<file path="config.mk">
export PLATFORM = sky130hd
export DESIGN_NAME = jk_driver
export DESIGN_NICKNAME = d
export VERILOG_FILES = /design/src/rtl/jk_driver.sv
export SDC_FILE = /design/constraint.sdc
export NUM_CORES = 1
export LEC_CHECK = 0
export CAP_MARGIN = 20
export CORE_ASPECT_RATIO = 0.5
export CORE_MARGIN = 5
export CORE_UTILIZATION = 40
export CTS_BUF_LIST = sky130_fd_sc_hd__clkbuf_16
export DETAILED_ROUTE_END_ITERATION = 6
export SLEW_MARGIN = 20
export SYNTH_ARGS = -nofsm -noshare
export SYNTH_HDL_FRONTEND = slang
export SYNTH_SLANG_ARGS = --single-unit
</file>
<file path="constraint.sdc">
create_clock -name clk -period 2.3 [get_ports clk]
set_input_delay 0.23 -clock clk [delete_from_list [all_inputs] [get_ports clk]]
set_output_delay 0.23 -clock clk [all_outputs]
set_load 0.005 [all_outputs]
</file>
<file path="src/rtl/jk_driver.sv">
`timescale 1ns/1ps
`default_nettype none
// ============================================================================
// Module   : jk_driver
// Brief    : Queues target words and drives J/K excitation to a JK flop bank,
//            then verifies the bank's returned Q against the target.
// Revision : 1.0
// ============================================================================
module jk_driver #(
    parameter int WIDTH  = 8,
    parameter int DEPTH  = 4,
    parameter int TOGGLE = 0
) (
    input  logic             clk,
    input  logic             rst_n,
    input  logic             tgt_valid,
    input  logic [WIDTH-1:0] tgt_data,
    output logic             tgt_ready,
    output logic [WIDTH-1:0] j,
    output logic [WIDTH-1:0] k,
    input  logic [WIDTH-1:0] q_obs,
    input  logic             clr_err,
    output logic             done,
    output logic             mismatch,
    output logic             busy
);

    localparam int               c_PTR_W = $clog2(DEPTH);
    localparam logic [c_PTR_W:0] c_FULL  = (c_PTR_W + 1)'(DEPTH);

    typedef enum logic [1:0] {
        ST_IDLE  = 2'd0,
        ST_DRIVE = 2'd1,
        ST_CHECK = 2'd2,
        ST_ERROR = 2'd3
    } state_t;

    state_t             r_state;
    logic [WIDTH-1:0]   r_mem [DEPTH];
    logic [c_PTR_W-1:0] r_wr_ptr;
    logic [c_PTR_W-1:0] r_rd_ptr;
    logic [c_PTR_W:0]   r_count;
    logic [WIDTH-1:0]   r_cur;
    logic [WIDTH-1:0]   r_tgt;
    logic [WIDTH-1:0]   r_j;
    logic [WIDTH-1:0]   r_k;
    logic               r_done;
    logic               r_mismatch;

    logic               w_full;
    logic               w_empty;
    logic               w_push;
    logic               w_pop;
    logic               w_match;
    logic [WIDTH-1:0]   w_head;
    logic [WIDTH-1:0]   w_base;
    logic [WIDTH-1:0]   w_j_nxt;
    logic [WIDTH-1:0]   w_k_nxt;

    function automatic logic [2*WIDTH-1:0] excite(input logic [WIDTH-1:0] t,
                                                  input logic [WIDTH-1:0] base);
        logic [WIDTH-1:0] v_set;
        logic [WIDTH-1:0] v_clr;
        v_set = t & ~base;
        v_clr = base & ~t;
        if (TOGGLE != 0)
            excite = {v_set | v_clr, v_set | v_clr};
        else
            excite = {v_set, v_clr};
    endfunction

    assign w_full  = (r_count == c_FULL);
    assign w_empty = (r_count == '0);
    assign w_push  = tgt_valid & ~w_full;
    assign w_match = (q_obs == r_tgt);
    assign w_head  = r_mem[r_rd_ptr];
    assign w_pop   = ~w_empty & ((r_state == ST_IDLE) ||
                                 ((r_state == ST_CHECK) && w_match));

    // Back-to-back targets start from the just-verified target, not r_cur,
    // since r_cur is only being updated at the same edge.
    assign w_base  = (r_state == ST_CHECK) ? r_tgt : r_cur;
    assign {w_j_nxt, w_k_nxt} = excite(w_head, w_base);

    always_ff @(posedge clk) begin
        if (w_push)
            r_mem[r_wr_ptr] <= tgt_data;
    end

    always_ff @(posedge clk or negedge rst_n) begin
        if (!rst_n) begin
            r_wr_ptr <= '0;
            r_rd_ptr <= '0;
            r_count  <= '0;
        end else begin
            if (w_push)
                r_wr_ptr <= r_wr_ptr + 1'b1;
            if (w_pop)
                r_rd_ptr <= r_rd_ptr + 1'b1;
            case ({w_push, w_pop})
                2'b10:   r_count <= r_count + 1'b1;
                2'b01:   r_count <= r_count - 1'b1;
                default: r_count <= r_count;
            endcase
        end
    end

    always_ff @(posedge clk or negedge rst_n) begin
        if (!rst_n) begin
            r_state    <= ST_IDLE;
            r_cur      <= '0;
            r_tgt      <= '0;
            r_j        <= '0;
            r_k        <= '0;
            r_done     <= 1'b0;
            r_mismatch <= 1'b0;
        end else begin
            r_done <= 1'b0;
            case (r_state)
                ST_IDLE: begin
                    if (!w_empty) begin
                        r_j     <= w_j_nxt;
                        r_k     <= w_k_nxt;
                        r_tgt   <= w_head;
                        r_state <= ST_DRIVE;
                    end
                end
                ST_DRIVE: begin
                    r_j     <= '0;
                    r_k     <= '0;
                    r_state <= ST_CHECK;
                end
                ST_CHECK: begin
                    if (w_match) begin
                        r_done <= 1'b1;
                        r_cur  <= r_tgt;
                        if (!w_empty) begin
                            r_j     <= w_j_nxt;
                            r_k     <= w_k_nxt;
                            r_tgt   <= w_head;
                            r_state <= ST_DRIVE;
                        end else begin
                            r_state <= ST_IDLE;
                        end
                    end else begin
                        r_mismatch <= 1'b1;
                        r_state    <= ST_ERROR;
                    end
                end
                ST_ERROR: begin
                    if (clr_err) begin
                        r_cur      <= q_obs;
                        r_mismatch <= 1'b0;
                        r_state    <= ST_IDLE;
                    end
                end
                default: r_state <= ST_IDLE;
            endcase
        end
    end

    assign tgt_ready = ~w_full;
    assign j         = r_j;
    assign k         = r_k;
    assign done      = r_done;
    assign mismatch  = r_mismatch;
    assign busy      = (r_state != ST_IDLE) | ~w_empty;

endmodule
`default_nettype wire

</file>
==> flow_metrics.py, run 1 <==
metrics = {
    "synth": {
        "ys_ff_latch": 75,
        "synth_fp_nets": 287,
        "synth-main-ff-cell": "dfrtp_1",
        "post-synth-top-count-cell": "dfrtp_1",
        "syn-instance-count": 261,
        "number_of_synthesized_flops_with_an_enable_pin": 32,
        "list_of_most_frequent_post_synthesis_cells": "dfrtp_1 (43), edfxtp_1 (32), nand3_1 (19)",
        "netlist_top_cells_area": "dfrtp_1 (31%), edfxtp_1 (27%), mux4_2 (5.1%), nand3_1 (2.7%), mux2i_1 (2.6%)",
        "post_synth.cell_area_avg_um2": 13.4,
        "post_synth_num_cell_types": 49,
        "yosys_warnings": 0,
        "synth_top_cell_area_share": 0.307,
        "share_of_synthesized_area_occupied_by_flip_flops_and_latches": 0.582,
        "cell_taking_the_most_area_after_synthesis": "dfrtp_1",
        "postSynth.asyncResetShare": 0.573,
        "syn_area_um2": 3500,
    },
    "routing": {
        "num_vias": 2506,
        "average_routed_wire_per_standard_cell_um": 18.9,
        "antenna_violating_nets_post_route": 0,
        "routed_wl_mm": 8.55,
        "drt_first_pass_iters": 4,
        "drcViolationCount": 0,
        "detailedRoute.firstIterationViolations": 189,
        "routed_via_density": 5.54,
    },
    "global_routing": {
        "grt_first_pass_wirelength_mm": 14.0,
        "grt.overflow.total": 0,
        "antenna_violations_before_repair": 0,
        "grt.total_usage": 0.168,
        "grt_util_met1": 0.229,
        "pin_count_of_the_biggest_net_entering_global_routing": 44,
        "grt_most_used_layer": "met2",
        "grtUsageMet2": 0.247,
        "grtUsageMet3": 0.0627,
        "vias_in_the_first_global_route": 2596,
    },
    "worst_setup_path": {
        "worstPathCellList": "xnor2_2 -> and4_4 -> a21boi_2 -> nor2_1 -> ha_2 -> inv_1 -> fa_2 -> xor2_1 -> nor2_1 -> xor2_1",
        "crit_path_end_kind": "register",
        "cp.buffers_inverters": 1,
        "worstSetupStartpointType": "register",
        "worst-path-max-fanout": 2,
        "crit_path_kind": "register to register",
        "cp.required_ns": 2.56,
        "path_delay_family": "simple AND/OR/NAND/NOR gates",
        "master_of_the_slowest_instance_on_the_critical_path": "dfrtp_1",
        "worst_ep_arrival_time_ns": 2.42,
        "critical-path-max-stage-delay_ns": 0.41,
    },
    "worst_hold_path": {
        "worstHoldPathType": "primary input to async pin",
    },
    "power_and_ir_drop": {
        "power.density_nw_per_um2": 1350,
        "cellInternalPower_mw": 4.01,
        "p_total_mw": 6.18,
        "static-leakage-power_nw": 1.78,
        "worst_ir_drop_vdd_mv": 0.437,
        "share_clk_of_total_power": 0.223,
        "share_comb_of_total_power": 0.429,
        "pwr-share-seq": 0.348,
        "switching_share": 0.351,
        "net-switching-power_mw": 2.17,
    },
    "clocking": {
        "cts_inserted_buffers": 9,
        "clock_tree_from_tritoncts": "yes",
        "cts.sink_count": 75,
        "cts_root_buffer": "clkbuf_16",
        "maximum_buffer_depth_of_the_clock_tree": 2,
        "path_clk_slew_ns": 0.06,
        "cts-htree-levels": 3,
        "clock_latency_ns": 0.34,
    },
    "floorplanning": {
        "die_area_um2": 10800,
        "core-area_um2": 8620,
        "floorplan.io_pins": 40,
        "row_count": 24,
        "die_y_um": 76.2,
        "floorplan.initialDensity": 0.406,
        "die_w_um": 142,
    },
    "timing": {
        "max_freq_mhz": 463,
        "hold_viol_final": 0,
        "tightest_slew_ns": 0.572,
        "rsz0062_at_grt": "false",
        "finalHoldWorstSlack_ns": 0.432,
        "finalCriticalPeriod_ns": 2.16,
        "relSlewSlack": 0.619,
        "final_period_utilization": 0.939,
        "finClkSkew_ns": 0.00540,
        "final_max_slew_viol_count": 0,
        "worst_slack_setup_final_ns": 0.140,
        "final-setup-viol-count": 0,
    },
    "final_layout": {
        "n_fill_cell": 712,
        "num-nets-final": 356,
        "post_route_cells_drive_above_1_share": 0.260,
        "fraction_of_the_core_area_covered_by_cells_at_the_end_of_the_flow": 0.532,
        "synthToLayoutAreaGrowth_pct": 31.0,
        "insertedDiodeCount": 0,
    },
    "placement": {
        "pre_cts_ws_ns": -0.265,
        "dp_hpwl_mm": 6.04,
        "routabilityCongestion": 0.767,
        "port_buffer_count": 39,
    },
    "outcome": {
        "outcome": "complete, no violations",
    },
    "job": {
        "timing.max_cap.violations": 0,
    },
}
[worst paths after layout]
path	depth (start not counted)	end	from	slack, ns
setup / recovery	10	r_count[2]	r_tgt[7]	0.14
hold / removal	2	r_state[0]	rst_n	0.43
setup reg to reg	10	r_count[2]	r_tgt[7]	0.14
hold reg to reg	1	j[5]	j[5]	0.49
max in group asynchronous	2	r_cur[3]	rst_n	1.47
min in group clk	1	j[5]	j[5]	0.49
[routing by layer]
| metal | vias to the layer above | part of all wire |
|---|---|---|
| met3 | 8 | 0.055 |
| met4 | 0 | 0.0076 |
| li1 | 1162 | - |
| met5 | - | 0 |
| met1 | 1277 | 0.47 |
| met2 | 59 | 0.46 |
[state kept, by name, indices dropped and copies added (netlist names)]
signal and count:
r_mem 32, j 8, k 8, r_cur 8
r_tgt 8, r_count 3, r_rd_ptr 2, r_state 2
r_wr_ptr 2, done 1, mismatch 1
[power groups by stage]
stage,logic [mW],registers [mW],clock network (mW)
after global routing,2.88,2.20,1.47
after detailed placement,2.56,2.16,0
final,2.65,2.15,1.38
after global placement,2.49,2.15,0
after CTS,2.58,2.15,1.42
after floorplan,1.50,2.10,0
[cell type report]
type,count,area (µm²),share of cell area
flip-flops and latches,75,2040,0.444
clock inverters,7,67.6,0.0147
inverters,8,30.0,0.00655
well taps,117,146,0.0319
clock buffers,9,225,0.0491
multi-input cells,162,1430,0.311
repair buffers,74,653,0.142
[cell usage in the layout (no fill, tap or decap), types with 9 or more instances in the layout]
| cell | synthesis | layout |
|---|---|---|
| clkbuf_16 | 0 | 9 |
| mux2i_1 | 9 | 9 |
| nor3_1 | 9 | 9 |
| edfxtp_1 | 32 | 32 |
| o211ai_1 | 10 | 10 |
| nand4_1 | 10 | 10 |
| buf_4 | 0 | 35 |
| nand3_1 | 19 | 19 |
| clkdlybuf4s50_1 | 0 | 38 |
| dfrtp_1 | 43 | 43 |
[repair_timing]
action,4_1_cts,5_1_grt
gates resized for setup,0,14
setup endpoints to repair,0,1
setup buffers,0,2
hold buffers,0,1
hold endpoints to repair,0,43
[through the flow]
stage               std cells  area (µm²)  TNS (ns)
floorplan                 261        3510         0
detailed placement        433        4200    -0.313
global route              452        4590         0
finish                    452        4590         0
CTS                       449        4490         0
global placement          433        4200   -0.0976
[kinds of logic after synthesis]
logic type | Yosys count | share of synthesized area
and+or+nand+nor | 73 | 0.124
buffers and inverters | 24 | 0.0297
adders and majority gates | 6 | 0.0236
DFF | 75 | 0.582
xor gates and xnor gates | 12 | 0.0300
AOI/OAI and AO/OA | 54 | 0.134
muxes | 17 | 0.0772
Note: power is estimated with default switching activity, not from simulation.
==> run 2: changes to the inputs <==
Settings changed: CTS_CLUSTER_DIAMETER from default to 150, PLACE_DENSITY_LB_ADDON from default to 0.08.
Clock period 2.3 ns to 2.65 ns, I/O delays scaled along.
==> flow_metrics.py, run 2 (same netlist as run 1, synthesis figures left out) <==
metrics = {
    "outcome": {
        "outcome": "complete, no violations",
    },
    "worst_hold_path": {
        "worstHoldPathType": "primary input to async pin",
    },
    "final_layout": {
        "post_route_cells_drive_above_1_share": 0.166,
        "final_cell_mix": "dfrtp_1 (43), clkdlybuf4s50_1 (38), edfxtp_1 (32)",
        "registers.top_by_ff_count": "r_mem",
        "multi_input_comb_area_um2": 1360,
        "regArea_um2": 2040,
        "final_common_cell": "dfrtp_1",
        "n_fill_cell": 751,
        "insertedDiodeCount": 0,
        "layout.cells.non_filler": 430,
        "num-nets-final": 334,
        "largest_reg_flops": 32,
        "synthToLayoutAreaGrowth_pct": 25.0,
        "fraction_of_the_core_area_covered_by_cells_at_the_end_of_the_flow": 0.508,
    },
    "worst_setup_path": {
        "cp.required_ns": 2.90,
        "worst_ep_arrival_time_ns": 2.74,
        "cp.buffers_inverters": 2,
        "worst-path-max-fanout": 6,
        "critical-path-max-stage-delay_ns": 0.51,
        "path_delay_family": "simple AND/OR/NAND/NOR gates",
        "master_of_the_slowest_instance_on_the_critical_path": "or3b_1",
        "r2r-start": "r_count[0]",
        "crit_path_end_kind": "register",
        "cp-startpoint": "r_count[0]",
        "worstPathCellList": "or3b_1 -> and2_1 -> inv_1 -> ha_1 -> inv_1 -> fa_1 -> xor2_1 -> nor2_1 -> xor2_1",
        "worstSetupStartpointType": "register",
        "crit_path_kind": "register to register",
    },
    "routing": {
        "antenna_violating_nets_post_route": 0,
        "routed_wl_mm": 8.44,
        "num_vias": 2401,
        "routed_via_density": 5.58,
        "average_routed_wire_per_standard_cell_um": 19.6,
        "detailedRoute.firstIterationViolations": 180,
        "drcViolationCount": 0,
        "drt_first_pass_iters": 4,
    },
    "clocking": {
        "cts-htree-levels": 3,
        "path_clk_slew_ns": 0.06,
        "maximum_buffer_depth_of_the_clock_tree": 2,
        "cts_inserted_buffers": 9,
        "cts.sink_count": 75,
        "clock_tree_from_tritoncts": "yes",
        "cts_root_buffer": "clkbuf_16",
        "post_cts.resized_instances": 0,
        "clock_latency_ns": 0.33,
    },
    "global_routing": {
        "pin_count_of_the_biggest_net_entering_global_routing": 44,
        "vias_in_the_first_global_route": 2447,
        "grt.total_usage": 0.165,
        "grt_first_pass_wirelength_mm": 13.6,
        "antenna_violations_before_repair": 0,
        "grt.overflow.total": 0,
    },
    "floorplanning": {
        "die_w_um": 142,
        "core-area_um2": 8620,
        "row_count": 24,
        "die_y_um": 76.2,
        "floorplan.io_pins": 40,
        "die_area_um2": 10800,
        "floorplan.initialDensity": 0.406,
    },
    "power_and_ir_drop": {
        "power.density_nw_per_um2": 1190,
        "worst_ir_drop_vdd_mv": 0.395,
        "static-leakage-power_nw": 1.65,
        "p_total_mw": 5.19,
    },
    "timing": {
        "final_max_slew_viol_count": 0,
        "rsz0062_at_grt": "false",
        "finalCriticalPeriod_ns": 2.49,
        "finClkSkew_ns": 0.00812,
        "hold_viol_final": 0,
        "fin_setup_tns_ns": 0,
        "tightest_slew_ns": 0.706,
        "max_freq_mhz": 402,
        "relSlewSlack": 0.529,
        "final_period_utilization": 0.938,
        "final-setup-viol-count": 0,
    },
    "placement": {
        "place.detailed.instances": 413,
        "routabilityCongestion": 0.809,
        "dp_hpwl_mm": 5.91,
        "port_buffer_count": 39,
    },
    "job": {
        "timing.max_cap.violations": 0,
    },
}
run 2: cell count changes in the layout (fill, tap and decap cells not counted), sizes merged:
| cell | delta |
|---|---|
| clkinvlp | -2 |
| buf | -22 |
| clkbuf | +1 |
| inv | +1 |
run 2: worst reg2reg max path, delay by kind of cell, from the launching register on:
family	cells	cell delay (ns)
DFF	1	0.44
buffers and inverters	2	0.17
adders and majority gates	2	0.58
xor gates and xnor gates	2	0.32
and+or+nand+nor	3	0.90
run 2: timing repair:
action / 4_1_cts / 5_1_grt
hold endpoints to repair: 0 / 43
buffers inserted: 0 / 0
hold buffers: 0 / 1
setup endpoints to repair: 0 / 0
run 2: layer usage:
layer,part of all wire,track usage,vias to the layer above
met2,0.45,0.231,54
li1,-,-,1120
met5,0,0,-
met4,0.0018,0.0389,0
met1,0.48,0.240,1225
met3,0.069,0.0665,2
run 2: stage by stage:
stage / hold WS [ns] / instance area, µm² / setup slack [ns]
after global routing: 0.518 / 4380 / 0.0625
after floorplan: -0.0306 / 3500 / 0.194
after CTS: 0.138 / 4360 / 0.164
final: 0.483 / 4380 / 0.163
after global placement: 0.478 / 4050 / 0.167
after detailed placement: 0.477 / 4050 / 0.0565
run 2: worst paths after layout:
path / to / slack, ns / cells after the start
max in group asynchronous: r_cur[2] / 1.75 / 2
worst min-delay path: r_count[1] / 0.48 / 2
min in group clk: j[6] / 0.49 / 1
worst max-delay path: r_count[2] / 0.16 / 9
worst min register to register: j[6] / 0.49 / 1
worst max register to register: r_count[2] / 0.16 / 9
run 2: area by class of cell:
| class | count | area share |
|---|---|---|
| Sequential cell | 75 | 0.466 |
| Multi-Input combinational cell | 162 | 0.311 |
| Timing Repair Buffer | 52 | 0.112 |
| Clock buffer | 10 | 0.0572 |
| Tap cell | 117 | 0.0335 |
| Clock inverter | 6 | 0.0146 |
| Inverter | 8 | 0.00686 |
run 2: where the power goes:
part	switching [mW]	leakage (nW)	internal, mW
combinational	1.04	0.692	0.957
clock	0.472	0.157	0.786
sequential	0.325	0.804	1.61
total	1.84	1.65	3.35
==> run 3: changes to the inputs <==
Clock period 2.65 ns to 3.1 ns, I/O delays scaled along.
==> flow_metrics.py, run 3 (same netlist as run 1, synthesis figures left out) <==
metrics = {
    "outcome": {
        "outcome": "finished, violations left",
        "violations": "negative hold slack",
    },
    "clocking": {
        "cts_root_buffer": "clkbuf_16",
        "ctsHoldBuffers": 0,
        "clock_latency_ns": 0.33,
        "cts_inserted_buffers": 9,
        "post_cts.resized_instances": 0,
        "clock_tree_from_tritoncts": "yes",
        "cts-htree-levels": 3,
        "post-cts-setup-buffer-count": 0,
        "path_clk_slew_ns": 0.06,
        "cts.sink_count": 75,
        "maximum_buffer_depth_of_the_clock_tree": 2,
    },
    "floorplanning": {
        "die_w_um": 142,
        "die_area_um2": 10800,
        "row_count": 24,
        "floorplan.io_pins": 40,
        "core-area_um2": 8620,
        "die_y_um": 76.2,
        "floorplan.initialDensity": 0.406,
    },
    "timing": {
        "final_period_utilization": 0.766,
        "tightest_slew_ns": 0.911,
        "final-setup-viol-count": 0,
        "final_max_slew_viol_count": 0,
        "finClkSkew_ns": 0.00464,
        "max_freq_mhz": 421,
        "fin_setup_tns_ns": 0,
        "relSlewSlack": 0.388,
        "worst_slack_setup_final_ns": 0.724,
        "hold_viol_final": 25,
        "finalHoldWorstSlack_ns": -0.0223,
        "rsz0062_at_grt": "false",
        "finalCriticalPeriod_ns": 2.38,
    },
    "job": {
        "timing.max_cap.violations": 0,
    },
    "global_routing": {
        "grt.overflow.total": 0,
        "vias_in_the_first_global_route": 2515,
        "grt.total_usage": 0.164,
        "pin_count_of_the_biggest_net_entering_global_routing": 44,
        "antenna_violations_before_repair": 0,
        "grt_first_pass_wirelength_mm": 13.7,
    },
    "final_layout": {
        "regArea_um2": 2040,
        "synthToLayoutAreaGrowth_pct": 23.4,
        "layout.cells.non_filler": 426,
        "insertedDiodeCount": 0,
        "n_fill_cell": 732,
        "multi_input_comb_area_um2": 1360,
        "largest_reg_flops": 32,
        "num-nets-final": 330,
        "final_common_cell": "dfrtp_1",
        "final_cell_mix": "dfrtp_1 (43), clkdlybuf4s50_1 (38), edfxtp_1 (32)",
        "registers.top_by_ff_count": "r_mem",
        "fraction_of_the_core_area_covered_by_cells_at_the_end_of_the_flow": 0.501,
        "post_route_cells_drive_above_1_share": 0.159,
    },
    "worst_setup_path": {
        "worst_ep_arrival_time_ns": 2.64,
        "cp.buffers_inverters": 1,
        "path_delay_family": "adder cells",
        "crit_path_kind": "register to register",
        "cp.required_ns": 3.36,
        "critical-path-max-stage-delay_ns": 0.44,
        "worst-path-max-fanout": 9,
        "master_of_the_slowest_instance_on_the_critical_path": "dfrtp_1",
        "worstPathCellList": "xnor2_1 -> and4_2 -> a21boi_2 -> nor2_1 -> ha_1 -> inv_1 -> fa_1 -> xor2_1 -> nor2_1 -> xor2_1",
        "worstSetupStartpointType": "register",
        "crit_path_end_kind": "register",
    },
    "routing": {
        "drt_first_pass_iters": 5,
        "routed_wl_mm": 8.35,
        "drcViolationCount": 0,
        "average_routed_wire_per_standard_cell_um": 19.6,
        "antenna_violating_nets_post_route": 0,
        "routed_via_density": 5.69,
        "detailedRoute.firstIterationViolations": 196,
        "num_vias": 2426,
    },
    "power_and_ir_drop": {
        "power.density_nw_per_um2": 1010,
        "static-leakage-power_nw": 1.62,
        "worst_ir_drop_vdd_mv": 0.356,
    },
    "placement": {
        "routabilityCongestion": 0.800,
        "dp_hpwl_mm": 5.79,
        "port_buffer_count": 39,
        "pre_cts_ws_ns": 0.412,
        "place.detailed.instances": 410,
    },
    "worst_hold_path": {
        "worstHoldPathType": "primary input to async pin",
    },
}
-- run 3: final cells by class --
class                   instances  share of cell area
clock buffers                   9              0.0521
clock inverters                 7              0.0156
inverters                       8             0.00695
multi-input cells             162               0.315
flip-flops and latches         75               0.471
well taps                     117              0.0339
repair buffers                 48               0.105
-- run 3: path summary, 6_finish.rpt --
check                               from          to  slack, ns  depth (start not counted)
worst max-delay path            r_tgt[5]  r_count[2]       0.72                         10
worst min-delay path               rst_n        j[6]      -0.02                          1
worst max register to register  r_tgt[5]  r_count[2]       0.72                         10
worst min register to register      k[6]        k[6]       0.50                          1
max in group asynchronous          rst_n    r_cur[2]       2.71                          1
min in group clk                    k[6]        k[6]       0.50                          1
-- run 3: routing by layer --
layer,GRT usage,part of all wire,vias up
li1,-,-,1109
met1,0.235,0.49,1237
met2,0.229,0.43,68
met3,0.0564,0.060,12
met4,0.0626,0.018,0
met5,0,0,-
-- run 3: worst reg2reg max path: cells and delay by family, from the launching register on --
family                     cells  cell delay, ns
AOI/OAI and AO/OA              1            0.14
xor gates and xnor gates       3            0.54
DFF                            1            0.44
adders and majority gates      2            0.57
and+or+nand+nor                3            0.56
buffers and inverters          1            0.06
-- run 3: metrics by stage --
stage | total power, mW | area [µm²]
finish | 4.35 | 4320
global route | 4.62 | 4320
CTS | 4.39 | 4320
detailed placement | 3.34 | 4030
global placement | 3.30 | 4030
floorplan | 2.67 | 3500
-- run 3: report_power, final --
| part | switching, mW | internal, mW | leakage, nW | total [mW] |
|---|---|---|---|---|
| clock network | 0.409 | 0.620 | 0.141 | 1.03 |
| registers | 0.294 | 1.37 | 0.804 | 1.67 |
| logic | 0.854 | 0.796 | 0.673 | 1.65 |
| total | 1.56 | 2.79 | 1.62 | 4.35 |
